==> config.mk <==
export PLATFORM = sky130hd
export DESIGN_NAME = lcd_share_arbiter_flat
export DESIGN_NICKNAME = d
export VERILOG_FILES = /design/src/rtl/lcd_share_arbiter_if.sv /design/src/rtl/lcd_share_arbiter.sv /design/src/flat_wrapper.sv
export SDC_FILE = /design/constraint.sdc
export NUM_CORES = 1
export LEC_CHECK = 0
export BUFFER_PORTS_ARGS = -buffer_cell sky130_fd_sc_hd__buf_2
export CAP_MARGIN = 25
export CORE_MARGIN = 1
export CORE_UTILIZATION = 30
export DETAILED_ROUTE_END_ITERATION = 8
export PLACE_DENSITY = 0.46
export SYNTH_ARGS = -nofsm -noshare
export SYNTH_HDL_FRONTEND = slang
export SYNTH_SLANG_ARGS = --single-unit
==> constraint.sdc <==
create_clock -name CLK -period 2.7 [get_ports CLK]
set_input_delay 0.135 -clock CLK [delete_from_list [all_inputs] [get_ports CLK]]
set_output_delay 0.135 -clock CLK [all_outputs]
set_load 0.02 [all_outputs]
==> src/rtl/lcd_share_arbiter_if.sv <==
`default_nettype none
// =============================================================================
// Module   : lcd_share_arbiter_if
// Brief    : Requester handshake and character-LCD bus bundle for the arbiter.
// Revision : 1.0
// =============================================================================
interface lcd_share_arbiter_if;
    logic [1:0] req;
    logic [7:0] char_data0;
    logic [7:0] char_data1;
    logic [1:0] grant;
    logic [4:0] char_idx;
    logic       frame_done;
    logic       LCD_E;
    logic       LCD_RS;
    logic       LCD_RW;
    logic [7:0] LCD_DATA;

    modport slave (
        input  req, char_data0, char_data1,
        output grant, char_idx, frame_done, LCD_E, LCD_RS, LCD_RW, LCD_DATA
    );

    modport master (
        output req, char_data0, char_data1,
        input  grant, char_idx, frame_done, LCD_E, LCD_RS, LCD_RW, LCD_DATA
    );
endinterface
`default_nettype wire

==> src/rtl/lcd_share_arbiter.sv <==
`default_nettype none
// =============================================================================
// Module   : lcd_share_arbiter
// Brief    : Owns the character-LCD bus; runs init, then draws whole 2x16
//            frames for two requesters under round-robin arbitration.
// Revision : 1.0
// =============================================================================
module lcd_share_arbiter #(
    parameter int HOLD     = 4,
    parameter int PWR_WAIT = 70,
    parameter int CLR_WAIT = 200
) (
    input  wire                 CLK,
    input  wire                 RESETN,
    lcd_share_arbiter_if.slave  bus
);
    localparam int CW = 16;
    localparam int SW = $clog2(HOLD);

    localparam logic [3:0] S_PWR     = 4'd0;
    localparam logic [3:0] S_INIT    = 4'd1;
    localparam logic [3:0] S_IDLE    = 4'd2;
    localparam logic [3:0] S_CLEAR   = 4'd3;
    localparam logic [3:0] S_CLRWAIT = 4'd4;
    localparam logic [3:0] S_ADDR1   = 4'd5;
    localparam logic [3:0] S_LINE1   = 4'd6;
    localparam logic [3:0] S_ADDR2   = 4'd7;
    localparam logic [3:0] S_LINE2   = 4'd8;
    localparam logic [3:0] S_DONE    = 4'd9;

    function automatic logic is_slot(input logic [3:0] s);
        return (s == S_INIT) || (s == S_CLEAR) || (s == S_ADDR1) ||
               (s == S_LINE1) || (s == S_ADDR2) || (s == S_LINE2);
    endfunction

    function automatic logic in_frame(input logic [3:0] s);
        return (s == S_CLEAR) || (s == S_CLRWAIT) || (s == S_ADDR1) ||
               (s == S_LINE1) || (s == S_ADDR2) || (s == S_LINE2);
    endfunction

    logic [3:0]    r_state, w_state_next;
    logic [CW-1:0] r_cnt, w_cnt_next;
    logic [SW-1:0] r_slot, w_slot_next;
    logic          r_last, r_force_clr;
    logic [1:0]    r_grant, w_grant_next;
    logic [7:0]    r_data, w_data_next, w_cmd, w_char;
    logic          r_rs, w_rs_next;
    logic          r_e, w_e_next;
    logic [4:0]    r_char_idx, w_idx_next;
    logic          r_frame_done, w_done_next;
    logic          w_in_slot, w_slot_end, w_pick, w_need_clear, w_start_grant;
    logic          w_next_in_slot;

    assign w_in_slot     = is_slot(r_state);
    assign w_slot_end    = w_in_slot && (r_slot == SW'(HOLD - 1));
    assign w_start_grant = (r_state == S_IDLE) && (bus.req != 2'b00);
    assign w_char        = r_grant[1] ? bus.char_data1 : bus.char_data0;

    // On a tie the requester that was not served last wins.
    always_comb begin
        w_pick = 1'b0;
        case (bus.req)
            2'b01:   w_pick = 1'b0;
            2'b10:   w_pick = 1'b1;
            2'b11:   w_pick = ~r_last;
            default: w_pick = 1'b0;
        endcase
        w_need_clear = (w_pick != r_last) || r_force_clr;
    end

    always_ff @(posedge CLK) begin
        if (RESETN) begin
            r_state      <= S_PWR;
            r_cnt        <= '0;
            r_slot       <= '0;
            r_last       <= 1'b1;
            r_force_clr  <= 1'b1;
            r_grant      <= 2'b00;
            r_data       <= 8'h00;
            r_rs         <= 1'b0;
            r_e          <= 1'b0;
            r_char_idx   <= 5'd0;
            r_frame_done <= 1'b0;
        end else begin
            r_state      <= w_state_next;
            r_cnt        <= w_cnt_next;
            r_slot       <= w_slot_next;
            r_grant      <= w_grant_next;
            r_data       <= w_data_next;
            r_rs         <= w_rs_next;
            r_e          <= w_e_next;
            r_char_idx   <= w_idx_next;
            r_frame_done <= w_done_next;
            if (w_start_grant) begin
                r_last <= w_pick;
            end
            if (r_state == S_CLEAR) begin
                r_force_clr <= 1'b0;
            end
        end
    end

    // r_cnt is the wait counter in PWR/CLRWAIT and the slot index elsewhere.
    always_comb begin
        w_state_next = r_state;
        w_cnt_next   = r_cnt;
        w_slot_next  = (w_in_slot && !w_slot_end) ? r_slot + 1'b1 : '0;
        case (r_state)
            S_PWR: begin
                if (r_cnt == CW'(PWR_WAIT - 1)) begin
                    w_state_next = S_INIT;
                    w_cnt_next   = '0;
                end else begin
                    w_cnt_next = r_cnt + 1'b1;
                end
            end
            S_INIT: begin
                if (w_slot_end) begin
                    if (r_cnt == CW'(2)) begin
                        w_state_next = S_IDLE;
                        w_cnt_next   = '0;
                    end else begin
                        w_cnt_next = r_cnt + 1'b1;
                    end
                end
            end
            S_IDLE: begin
                if (w_start_grant) begin
                    w_state_next = w_need_clear ? S_CLEAR : S_ADDR1;
                    w_cnt_next   = '0;
                end
            end
            S_CLEAR: begin
                if (w_slot_end) begin
                    w_state_next = (CLR_WAIT == 0) ? S_ADDR1 : S_CLRWAIT;
                    w_cnt_next   = '0;
                end
            end
            S_CLRWAIT: begin
                if (r_cnt == CW'(CLR_WAIT - 1)) begin
                    w_state_next = S_ADDR1;
                    w_cnt_next   = '0;
                end else begin
                    w_cnt_next = r_cnt + 1'b1;
                end
            end
            S_ADDR1: begin
                if (w_slot_end) begin
                    w_state_next = S_LINE1;
                    w_cnt_next   = '0;
                end
            end
            S_LINE1: begin
                if (w_slot_end) begin
                    if (r_cnt == CW'(15)) begin
                        w_state_next = S_ADDR2;
                        w_cnt_next   = '0;
                    end else begin
                        w_cnt_next = r_cnt + 1'b1;
                    end
                end
            end
            S_ADDR2: begin
                if (w_slot_end) begin
                    w_state_next = S_LINE2;
                    w_cnt_next   = '0;
                end
            end
            S_LINE2: begin
                if (w_slot_end) begin
                    if (r_cnt == CW'(15)) begin
                        w_state_next = S_DONE;
                        w_cnt_next   = '0;
                    end else begin
                        w_cnt_next = r_cnt + 1'b1;
                    end
                end
            end
            S_DONE: begin
                w_state_next = S_IDLE;
                w_cnt_next   = '0;
            end
            default: begin
                w_state_next = S_PWR;
                w_cnt_next   = '0;
            end
        endcase
    end

    // Output registers are loaded with the values for the upcoming cycle.
    always_comb begin
        w_grant_next = r_grant;
        if (w_start_grant) begin
            w_grant_next = w_pick ? 2'b10 : 2'b01;
        end else if (!in_frame(w_state_next)) begin
            w_grant_next = 2'b00;
        end

        w_cmd = 8'h00;
        case (w_state_next)
            S_INIT: begin
                if (w_cnt_next == '0) begin
                    w_cmd = 8'h3C;
                end else if (w_cnt_next == CW'(1)) begin
                    w_cmd = 8'h0C;
                end else begin
                    w_cmd = 8'h06;
                end
            end
            S_CLEAR: w_cmd = 8'h01;
            S_ADDR1: w_cmd = 8'h80;
            S_ADDR2: w_cmd = 8'hC0;
            S_LINE1, S_LINE2: w_cmd = w_char;
            default: w_cmd = 8'h00;
        endcase

        w_next_in_slot = is_slot(w_state_next);
        if (w_next_in_slot && (w_slot_next == '0)) begin
            w_data_next = w_cmd;
        end else if (w_next_in_slot) begin
            w_data_next = r_data;
        end else begin
            w_data_next = 8'h00;
        end
        w_rs_next = (w_state_next == S_LINE1) || (w_state_next == S_LINE2);
        w_e_next  = w_next_in_slot && (w_slot_next != '0) &&
                    (w_slot_next <= SW'(HOLD - 2));

        // The index moves during the last cycle of a slot so the requester's
        // data has settled before the next slot-start edge samples it.
        w_idx_next = r_char_idx;
        if (w_in_slot && (r_slot == SW'(HOLD - 2))) begin
            case (r_state)
                S_LINE1: w_idx_next = (r_cnt[3:0] == 4'd15) ? 5'd0 :
                                      {1'b0, r_cnt[3:0]} + 5'd1;
                S_ADDR2: w_idx_next = 5'd16;
                S_LINE2: w_idx_next = (r_cnt[3:0] == 4'd15) ? 5'd0 :
                                      {1'b0, r_cnt[3:0]} + 5'd17;
                default: w_idx_next = 5'd0;
            endcase
        end

        w_done_next = (w_state_next == S_DONE);
    end

    assign bus.grant      = r_grant;
    assign bus.char_idx   = r_char_idx;
    assign bus.frame_done = r_frame_done;
    assign bus.LCD_E      = r_e;
    assign bus.LCD_RS     = r_rs;
    assign bus.LCD_RW     = 1'b0;
    assign bus.LCD_DATA   = r_data;
endmodule
`default_nettype wire

==> src/flat_wrapper.sv <==
// flat-port wrapper written by rule: the top's interface ports become plain ports
module lcd_share_arbiter_flat 
#(
    parameter int HOLD     = 4,
    parameter int PWR_WAIT = 70,
    parameter int CLR_WAIT = 200
)
  (CLK, RESETN, bus_req, bus_char_data0, bus_char_data1, bus_grant, bus_char_idx, bus_frame_done, bus_LCD_E, bus_LCD_RS, bus_LCD_RW, bus_LCD_DATA);
  lcd_share_arbiter_if bus_i ();
  input  wire CLK;
  input  wire RESETN;
  input wire logic [$bits(bus_i.req)-1:0] bus_req;
  input wire logic [$bits(bus_i.char_data0)-1:0] bus_char_data0;
  input wire logic [$bits(bus_i.char_data1)-1:0] bus_char_data1;
  output wire logic [$bits(bus_i.grant)-1:0] bus_grant;
  output wire logic [$bits(bus_i.char_idx)-1:0] bus_char_idx;
  output wire logic [$bits(bus_i.frame_done)-1:0] bus_frame_done;
  output wire logic [$bits(bus_i.LCD_E)-1:0] bus_LCD_E;
  output wire logic [$bits(bus_i.LCD_RS)-1:0] bus_LCD_RS;
  output wire logic [$bits(bus_i.LCD_RW)-1:0] bus_LCD_RW;
  output wire logic [$bits(bus_i.LCD_DATA)-1:0] bus_LCD_DATA;
  assign bus_i.req = bus_req;
  assign bus_i.char_data0 = bus_char_data0;
  assign bus_i.char_data1 = bus_char_data1;
  assign bus_grant = bus_i.grant;
  assign bus_char_idx = bus_i.char_idx;
  assign bus_frame_done = bus_i.frame_done;
  assign bus_LCD_E = bus_i.LCD_E;
  assign bus_LCD_RS = bus_i.LCD_RS;
  assign bus_LCD_RW = bus_i.LCD_RW;
  assign bus_LCD_DATA = bus_i.LCD_DATA;
  lcd_share_arbiter #(.HOLD(HOLD), .PWR_WAIT(PWR_WAIT), .CLR_WAIT(CLR_WAIT)) u_core (.CLK(CLK), .RESETN(RESETN), .bus(bus_i));
endmodule
Word-level counts from Yosys, hierarchy flattened
Index checks and enable logic that the tools add are counted.

word-level totals
  RAM bits = 0
  output and inout bits = 19
  register bits after elaboration = 42
  memories = 0
  memory bits (read-only) = 0
  input port bits = 20
  latch bits = 0

operators by class
  reduce and logical (&&, ||, !) cells = 33
  div/mod/pow operators = 0
  eq/ne operators = 30
  multiply operators = 0
  add/sub/neg operators = 4
  shifts and indexed selects = 0
  bitwise operators = 1
  multiplexer cells = 37
  order comparisons = 1

operators with widths
  cell                   number
  $mux 16                8
  $pmux 16 s6            1
  $mux 4                 13
  $pmux 4 s10            1
  $pmux 8 s5             1
  $eq 4x3->1 const B     8
  $mux 8                 4
  $eq 4x4->1 const B     5
  $logic_or 1x1->1       17
  $add 16x1->16 const B  1
  $eq 16x1->1 const B    1
  $eq 16x2->1 const B    1
  $eq 16x4->1 const B    1
  $eq 16x7->1 const B    1
  $eq 16x8->1 const B    1
  $logic_not 16->1       1
  $pmux 5 s3             1
  $eq 4x2->1 const B     3
  $mux 5                 2
  $eq 2x2->1 const B     4
  $eq 4x1->1 const B     2
  $mux 2                 4
  $logic_and 1x1->1      7
  $add 4x1->5 const B    1
  other kinds (15)       17

Longest topological paths before layout
Gate-level depths: netlist of the first run.

  depth in word-level cells = 17
  depth in mapped cells = 12
  gate-level depth less buffers = 10

Worst setup path before layout of the first run
Ideal clock, no wire load.

  path type = register -> register
  start = register u_core.r_cnt[1]
  end = register u_core.r_data[4], in the netlist u_core.bus.LCD_DATA[4]
  data required time = 2605 ps
  stages on the path, launching flop included = 11
  period minus slack after synthesis = 2902 ps
  path slack = -202 ps
  data arrival time = 2807 ps
  setup time = 95 ps
  cell sequence = dfxtp_1 -> ha_1 -> buf_1 -> and3_1 -> and4_1 -> o211ai_2 -> a221o_1 -> a221o_1 -> a2111oi_4 -> nand4_1 -> a221oi_1

between the ends
  word-level cells in the longest chain between the ends = 12
  elaborated cells between the ends (all ways) = 41

RTL lines
  element                                                 RTL line                 source
  from (decl)                                             lcd_share_arbiter.sv:42  logic [CW-1:0] r_cnt, w_cnt_next;
  from (signal assigned)                                  lcd_share_arbiter.sv:86  r_cnt <= w_cnt_next;
  branches (longest 12 deep; another with $add 16x1->16)  --
  to (signal assigned)                                    lcd_share_arbiter.sv:89  r_data <= w_data_next;
  to (decl)                                               lcd_share_arbiter.sv:46  logic [7:0] r_data, w_data_next, w_cmd, w_char;

Several ways; the timed one is not identified.
A chain may end at the register's enable or synchronous reset.

Final worst setup path of the first run
  start = register u_core.r_cnt[4]
  end = register u_core.r_data[5], in the netlist u_core.bus.LCD_DATA[5]

Same word-level chain as after synthesis.

==> metrics.csv, run 1 <==
metric,value,unit
hold_viol,0,
grt_max_degree,29,
cts_tree,yes,
wl_per_cell,15.8,µm
status,"complete, but fails checks",
routed_via_density,5.37,
violations,setup timing,
path_clk_slew,0.09,ns
dp_hpwl,7370,µm
syn_avg_cell_area,7.79,µm²
pwr_density_cell,299,nW/µm²
combPwrFrac,9.4,%
utilization,45.1,%
power_switching,0.000295,W
synth-edff-count,0,
grt_util_all_layers,19.4,%
dieHeight,100,µm
yosys.area.top_type_share,29.0,%
placed_area,3800,µm²
ios,39,
ir_drop,0.000200,V
crit_fanout,4,
root_buffer,clkbuf_8,
p_int,0.000958,W
nNetsFinal,511,
io_buffers,37,
drt_iter0_markers,155,
synthCells,372,
grt_pass1_vias,3052,
timing.fmax,0.354,GHz
p_clk_share,40.4,%
diodes,0,
p_leak,1.73,nW
row_count,35,
die_area,10100,µm²
yosysSeqAreaShare,29.0,%
sequentialPowerShare,50.2,%
first_pass_iters,5,
min_path_type,in2reg,
die_x,100,µm
cts.htree.levels,2,
multi_input_area,2070,µm²
maxCapViolations,0,
ys.flop_type,dfxtp_1,
period_needed,2.83,ns
drive_gt1_share,40.0,%
initial_core_util,31.2,%
crit_path_start_kind,register,
final_area,4190,µm²
post_synth_num_cell_types,75,
yosys_register_bits,42,
syn2layout_area_growth,44.4,%
switching_share,23.6,%
clock-skew-final,0.00539,ns
drv_slew,0,
postLayoutSetupSlackWorst,-0.127,ns
synth_area_leaders,"dfxtp_1 29%, a21oi_1 5.0%, nor2_1 4.9%",
synth_most_common_cell,dfxtp_1,
clockBufferDepth,2,
totalWireLength,9750,µm
worstPathArrival,3.04,ns
grt_antenna_before_repair,0,
synth_largest_area_cell,dfxtp_1,
place.gp.congestion,0.893,
numCtsBuffers,5,
synth_fp_nets,397,
cp-end-kind,register,
fin_crit_sh,105,%
core-area,9280,µm²
finalSetupViolations,3,
cts.sinks,42,
num_vias,3305,
detail-route-antenna-nets,0,
grt_pass1_wl,15300,µm
synth_area,2900,µm²
post-route-drc-count,0,
worstMarginPinSlew,0.626,ns
crit_type,reg2reg,
clk_latency,0.29,ns
seq_area,850,µm²
synth_common_cells,"42 x dfxtp_1, 38 x nor2_1, 29 x a21oi_1, 29 x nand2_1, 20 x clkbuf_1",
relSlewSlack,58.3,%
fillers,960,
synthArstFlopShare,0,%
rsz0062_at_grt,true,
yosys_warnings,0,
required,2.91,ns
grt_remaining_overflow,0,
==> logic make-up after synthesis <==
| family | Yosys count | share of synthesized area [%] |
|---|---|---|
| fa+ha+maj | 5 | 2.16 |
| buf+inv | 42 | 6.00 |
| xor+xnor | 7 | 2.11 |
| flops | 42 | 29.0 |
| simple gates | 159 | 30.6 |
| mux | 8 | 2.81 |
| compound gates | 108 | 27.2 |
| other cells | 1 | 0.129 |
==> per-stage QoR <==
stage	std cells	worst slack [ns]	TNS [ns]	total power, W	hold WS, ns
2_1_floorplan	372	0.00202	0	0.000697	0.236
3_3_place_gp	597	-0.252	-0.910	0.000756	0.440
3_5_place_dp	597	-0.274	-0.970	0.000756	0.446
4_1_cts	611	-0.0565	-0.128	0.00127	0.250
5_1_grt	616	-0.267	-0.771	0.00131	0.275
6_report	616	-0.127	-0.301	0.00125	0.255
==> worst max-delay path, cell delays in order (launching register included) <==
cell       delay [ns]
dfxtp_2          0.34
nor4_4           0.39
buf_4            0.19
nand4_1          0.12
o21ai_2          0.26
nand3_2          0.17
buf_6            0.16
buf_6            0.10
o211a_4          0.14
a2111oi_4        0.38
nand4_1          0.22
a221oi_2         0.27
==> final cells by class <==
| cell class | count | area share (%) |
|---|---|---|
| clock buffer | 7 | 1.82 |
| clock inverter | 1 | 0.717 |
| inverter | 13 | 1.17 |
| multi-input combinational | 288 | 49.4 |
| sequential | 42 | 20.3 |
| tap | 129 | 3.86 |
| timing repair buffer | 136 | 22.7 |
==> metal layers <==
layer	vias up	track usage (%)	wire length, µm
met1	1566	26.4	4590
met2	103	31.3	4470
met5	-	0	0
met3	20	3.27	483
li1	1616	-	-
met4	0	6.13	203
==> state kept, by name, indices dropped and copies added (netlist names) <==
signal / count
u_core.bus.LCD_DATA: 8
u_core.r_force_clr: 1
u_core.r_slot: 2
u_core.bus.LCD_E: 1
u_core.r_cnt: 16
u_core.r_last: 1
u_core.bus.char_idx: 5
u_core.bus.LCD_RS: 1
u_core.bus.grant: 2
u_core.bus.frame_done: 1
u_core.r_state: 4
==> final timing paths <==
kind / startpoint / endpoint / slack (ns) / cells past startpoint
min reg2reg: u_core.bus.char_idx[2]$_SDFFE_PP0P_ / u_core.bus.char_idx[2]$_SDFFE_PP0P_ / 0.46 / 2
min: bus_req[0] / u_core.r_last$_SDFFE_PP1P_ / 0.26 / 3
max reg2reg: u_core.r_cnt[4]$_SDFF_PP0_ / u_core.bus.LCD_DATA[5]$_SDFFE_PP0P_ / -0.13 / 11
max: u_core.r_cnt[4]$_SDFF_PP0_ / u_core.bus.LCD_DATA[5]$_SDFFE_PP0P_ / -0.13 / 11
==> cell usage in the layout, fill, tap and decap left out, drive strengths merged, types with 9 or more instances in the layout <==
cell type  count
a21oi         29
dfxtp         42
buf          136
nor2          38
nand2         29
inv           13
nand3         12
o21a           9
nand4         17
o21ai         16
nor3          13
==> repair_timing <==
| action | in CTS | in global routing |
|---|---|---|
| hold buffers | 0 | 0 |
| gates resized for setup | 17 | 28 |
| pin swaps | 9 | 19 |
| setup endpoints to repair | 4 | 10 |
| setup buffers | 6 | 6 |
==> power groups by stage <==
stage          clock (W)  combinational (W)  sequential, W
4_1_cts         0.000523           0.000115       0.000629
5_1_grt         0.000550           0.000128       0.000629
3_3_place_gp           0           0.000113       0.000643
3_5_place_dp           0           0.000113       0.000643
2_1_floorplan          0          0.0000555       0.000642
6_report        0.000506           0.000118       0.000629
(Power assumes the default switching activity.)
==> run 2, diff against run 1 <==
==> constraint.sdc (replaced) <==
create_clock -name CLK -period 2.6 [get_ports CLK]
set_input_delay 0.13 -clock CLK [delete_from_list [all_inputs] [get_ports CLK]]
set_output_delay 0.13 -clock CLK [all_outputs]
set_load 0.02 [all_outputs]
==> run 2 against run 1 <==
  * The run still ends with setup timing left
  * Flip-flop and latch count stayed put
  * Global-route usage hardly changed
  * Worst setup slack lost 0.017 ns
  * Die area unchanged
  * Total power grew 4.6%
  * Non-clock buffer count up 10
  * Combinational power hardly changed
  * Final area is 3.8% higher
  * Sequential power is 3.5% higher
  * Clock skew rose by 0.0039 ns
  * Critical endpoint is now u_core.bus.LCD_DATA[4]$_SDFFE_PP0P_
  * Highest routed layer unchanged
==> metrics.csv, run 2 (same netlist as run 1, synthesis figures left out) <==
metric,value,unit
cts.htree.levels,2,
crit_fanout,5,
crit_type,reg2reg,
diodes,0,
maxCapViolations,0,
num_vias,3298,
drv_slew,0,
grt_util_all_layers,19.5,%
p_int,0.00101,W
nNetsFinal,521,
power_switching,0.000301,W
sequentialPowerShare,49.6,%
cp_cell_sequence,inv_1 -> ha_1 -> nor3b_2 -> nand4_1 -> a22oi_2 -> buf_4 -> o21ai_4 -> buf_4 -> a22oi_1 -> o211a_2 -> nand4_1 -> a221oi_1,
grt_remaining_overflow,0,
drive_gt1_share,43.3,%
first_pass_iters,7,
postLayoutSetupSlackWorst,-0.144,ns
violations,setup timing,
min_path_type,in2reg,
row_count,35,
holdBufCountCts,0,
dp_hpwl,7490,µm
io_buffers,37,
p_leak,1.81,nW
cts.sinks,42,
crit_path_start_kind,register,
place.gp.congestion,0.958,
startpoint,u_core.r_cnt[0]$_SDFF_PP0_,
combPwrFrac,9.1,%
path_buf_inv,3,
core-area,9280,µm²
layout_commonest_cell,buf_4,
worst_path_max_delay_cell,dfxtp_4,
path_delay_family,compound AO/OA/AOI/OAI gates,
pwr_density_cell,302,nW/µm²
finalSetupViolations,4,
utilization,46.8,%
whs,0.234,ns
slowest_delay,0.37,ns
r2r_start,u_core.r_cnt[0]$_SDFF_PP0_,
detail-route-antenna-nets,0,
clk_latency,0.30,ns
root_buffer,clkbuf_8,
switching_share,23.0,%
grt_max_degree,23,
totalWireLength,9900,µm
ir_drop,0.000203,V
wl_per_cell,15.8,µm
post-route-drc-count,0,
fin_crit_sh,106,%
grt_pass1_vias,3018,
grt_antenna_before_repair,0,
dieHeight,100,µm
cts_tree,yes,
path_clk_slew,0.09,ns
placed_area,3870,µm²
ios,39,
layout_common_cells,"101 x buf_4, 38 x nor2_1, 37 x buf_2",
syn2layout_area_growth,49.9,%
status,"complete, but fails checks",
cp-end-kind,register,
worstPathArrival,2.94,ns
timing.fmax,0.364,GHz
required,2.80,ns
period_needed,2.74,ns
die_x,100,µm
numCtsBuffers,5,
drt_iter0_markers,216,
die_area,10100,µm²
fillers,984,
hold_viol,0,
routed_via_density,5.28,
clockBufferDepth,2,
clock-skew-final,0.00928,ns
initial_core_util,31.2,%
rsz0062_at_grt,true,
p_clk_share,41.3,%
grt_pass1_wl,15500,µm
min_from,RESETN,
largest_register_ff_count,16,
final_area,4350,µm²
largest-register,u_core.r_cnt,
-- run 2: cell types whose count changed in the layout (fill, tap and decap cells not counted), sizes merged --
| cell | before | now |
|---|---|---|
| clkbuf | 7 | 6 |
| buf | 136 | 146 |
-- run 2: layout make-up --
cell class / count / area (µm²) / area share [%]
timing repair buffer: 146 / 1030 / 23.8
multi-input combinational: 288 / 2120 / 48.9
sequential: 42 / 865 / 19.9
clock buffer: 6 / 82.6 / 1.90
inverter: 13 / 48.8 / 1.12
clock inverter: 1 / 30.0 / 0.691
tap: 129 / 161 / 3.71
-- run 2: stage by stage --
step / total power [W] / TNS [ns] / worst slack (ns) / std cells
finish: 0.00131 / -0.401 / -0.144 / 625
global route: 0.00136 / -1.05 / -0.273 / 625
CTS: 0.00132 / -0.265 / -0.114 / 621
detailed placement: 0.000777 / -0.468 / -0.165 / 606
global placement: 0.000778 / -0.517 / -0.162 / 606
floorplan: 0.000724 / -0.0278 / -0.0139 / 372
-- run 2: per-layer routing --
metal / vias to the layer above / share of wire [%] / GRT usage, % / wire [µm]
met2: 104 / 47 / 32.3 / 4700
met3: 23 / 3.8 / 2.44 / 381
met5: - / 0 / 0 / 0
met1: 1532 / 47 / 26.4 / 4640
li1: 1639 / - / - / -
met4: 0 / 1.8 / 5.35 / 180
-- run 2: power by group through the flow --
stage,clock (W),combinational [W],sequential (W)
2_1_floorplan,0,0.0000579,0.000667
3_3_place_gp,0,0.000111,0.000666
3_5_place_dp,0,0.000110,0.000667
4_1_cts,0.000556,0.000115,0.000651
5_1_grt,0.000579,0.000129,0.000652
6_report,0.000541,0.000119,0.000651
-- run 2: final timing paths --
| path | cells after the start | slack, ns | endpoint |
|---|---|---|---|
| max | 12 | -0.14 | u_core.bus.LCD_DATA[4]$_SDFFE_PP0P_ |
| min | 2 | 0.23 | u_core.bus.grant[0]$_SDFFE_PP0P_ |
| max reg2reg | 12 | -0.14 | u_core.bus.LCD_DATA[4]$_SDFFE_PP0P_ |
| min reg2reg | 2 | 0.46 | u_core.bus.char_idx[2]$_SDFFE_PP0P_ |
-- run 2: what timing repair did --
action | CTS | global route
setup endpoints to repair | 5 | 10
setup buffers | 8 | 5
pin swaps | 16 | 12
endpoints found under the hold margin | 0 | 0
resized for setup | 36 | 29
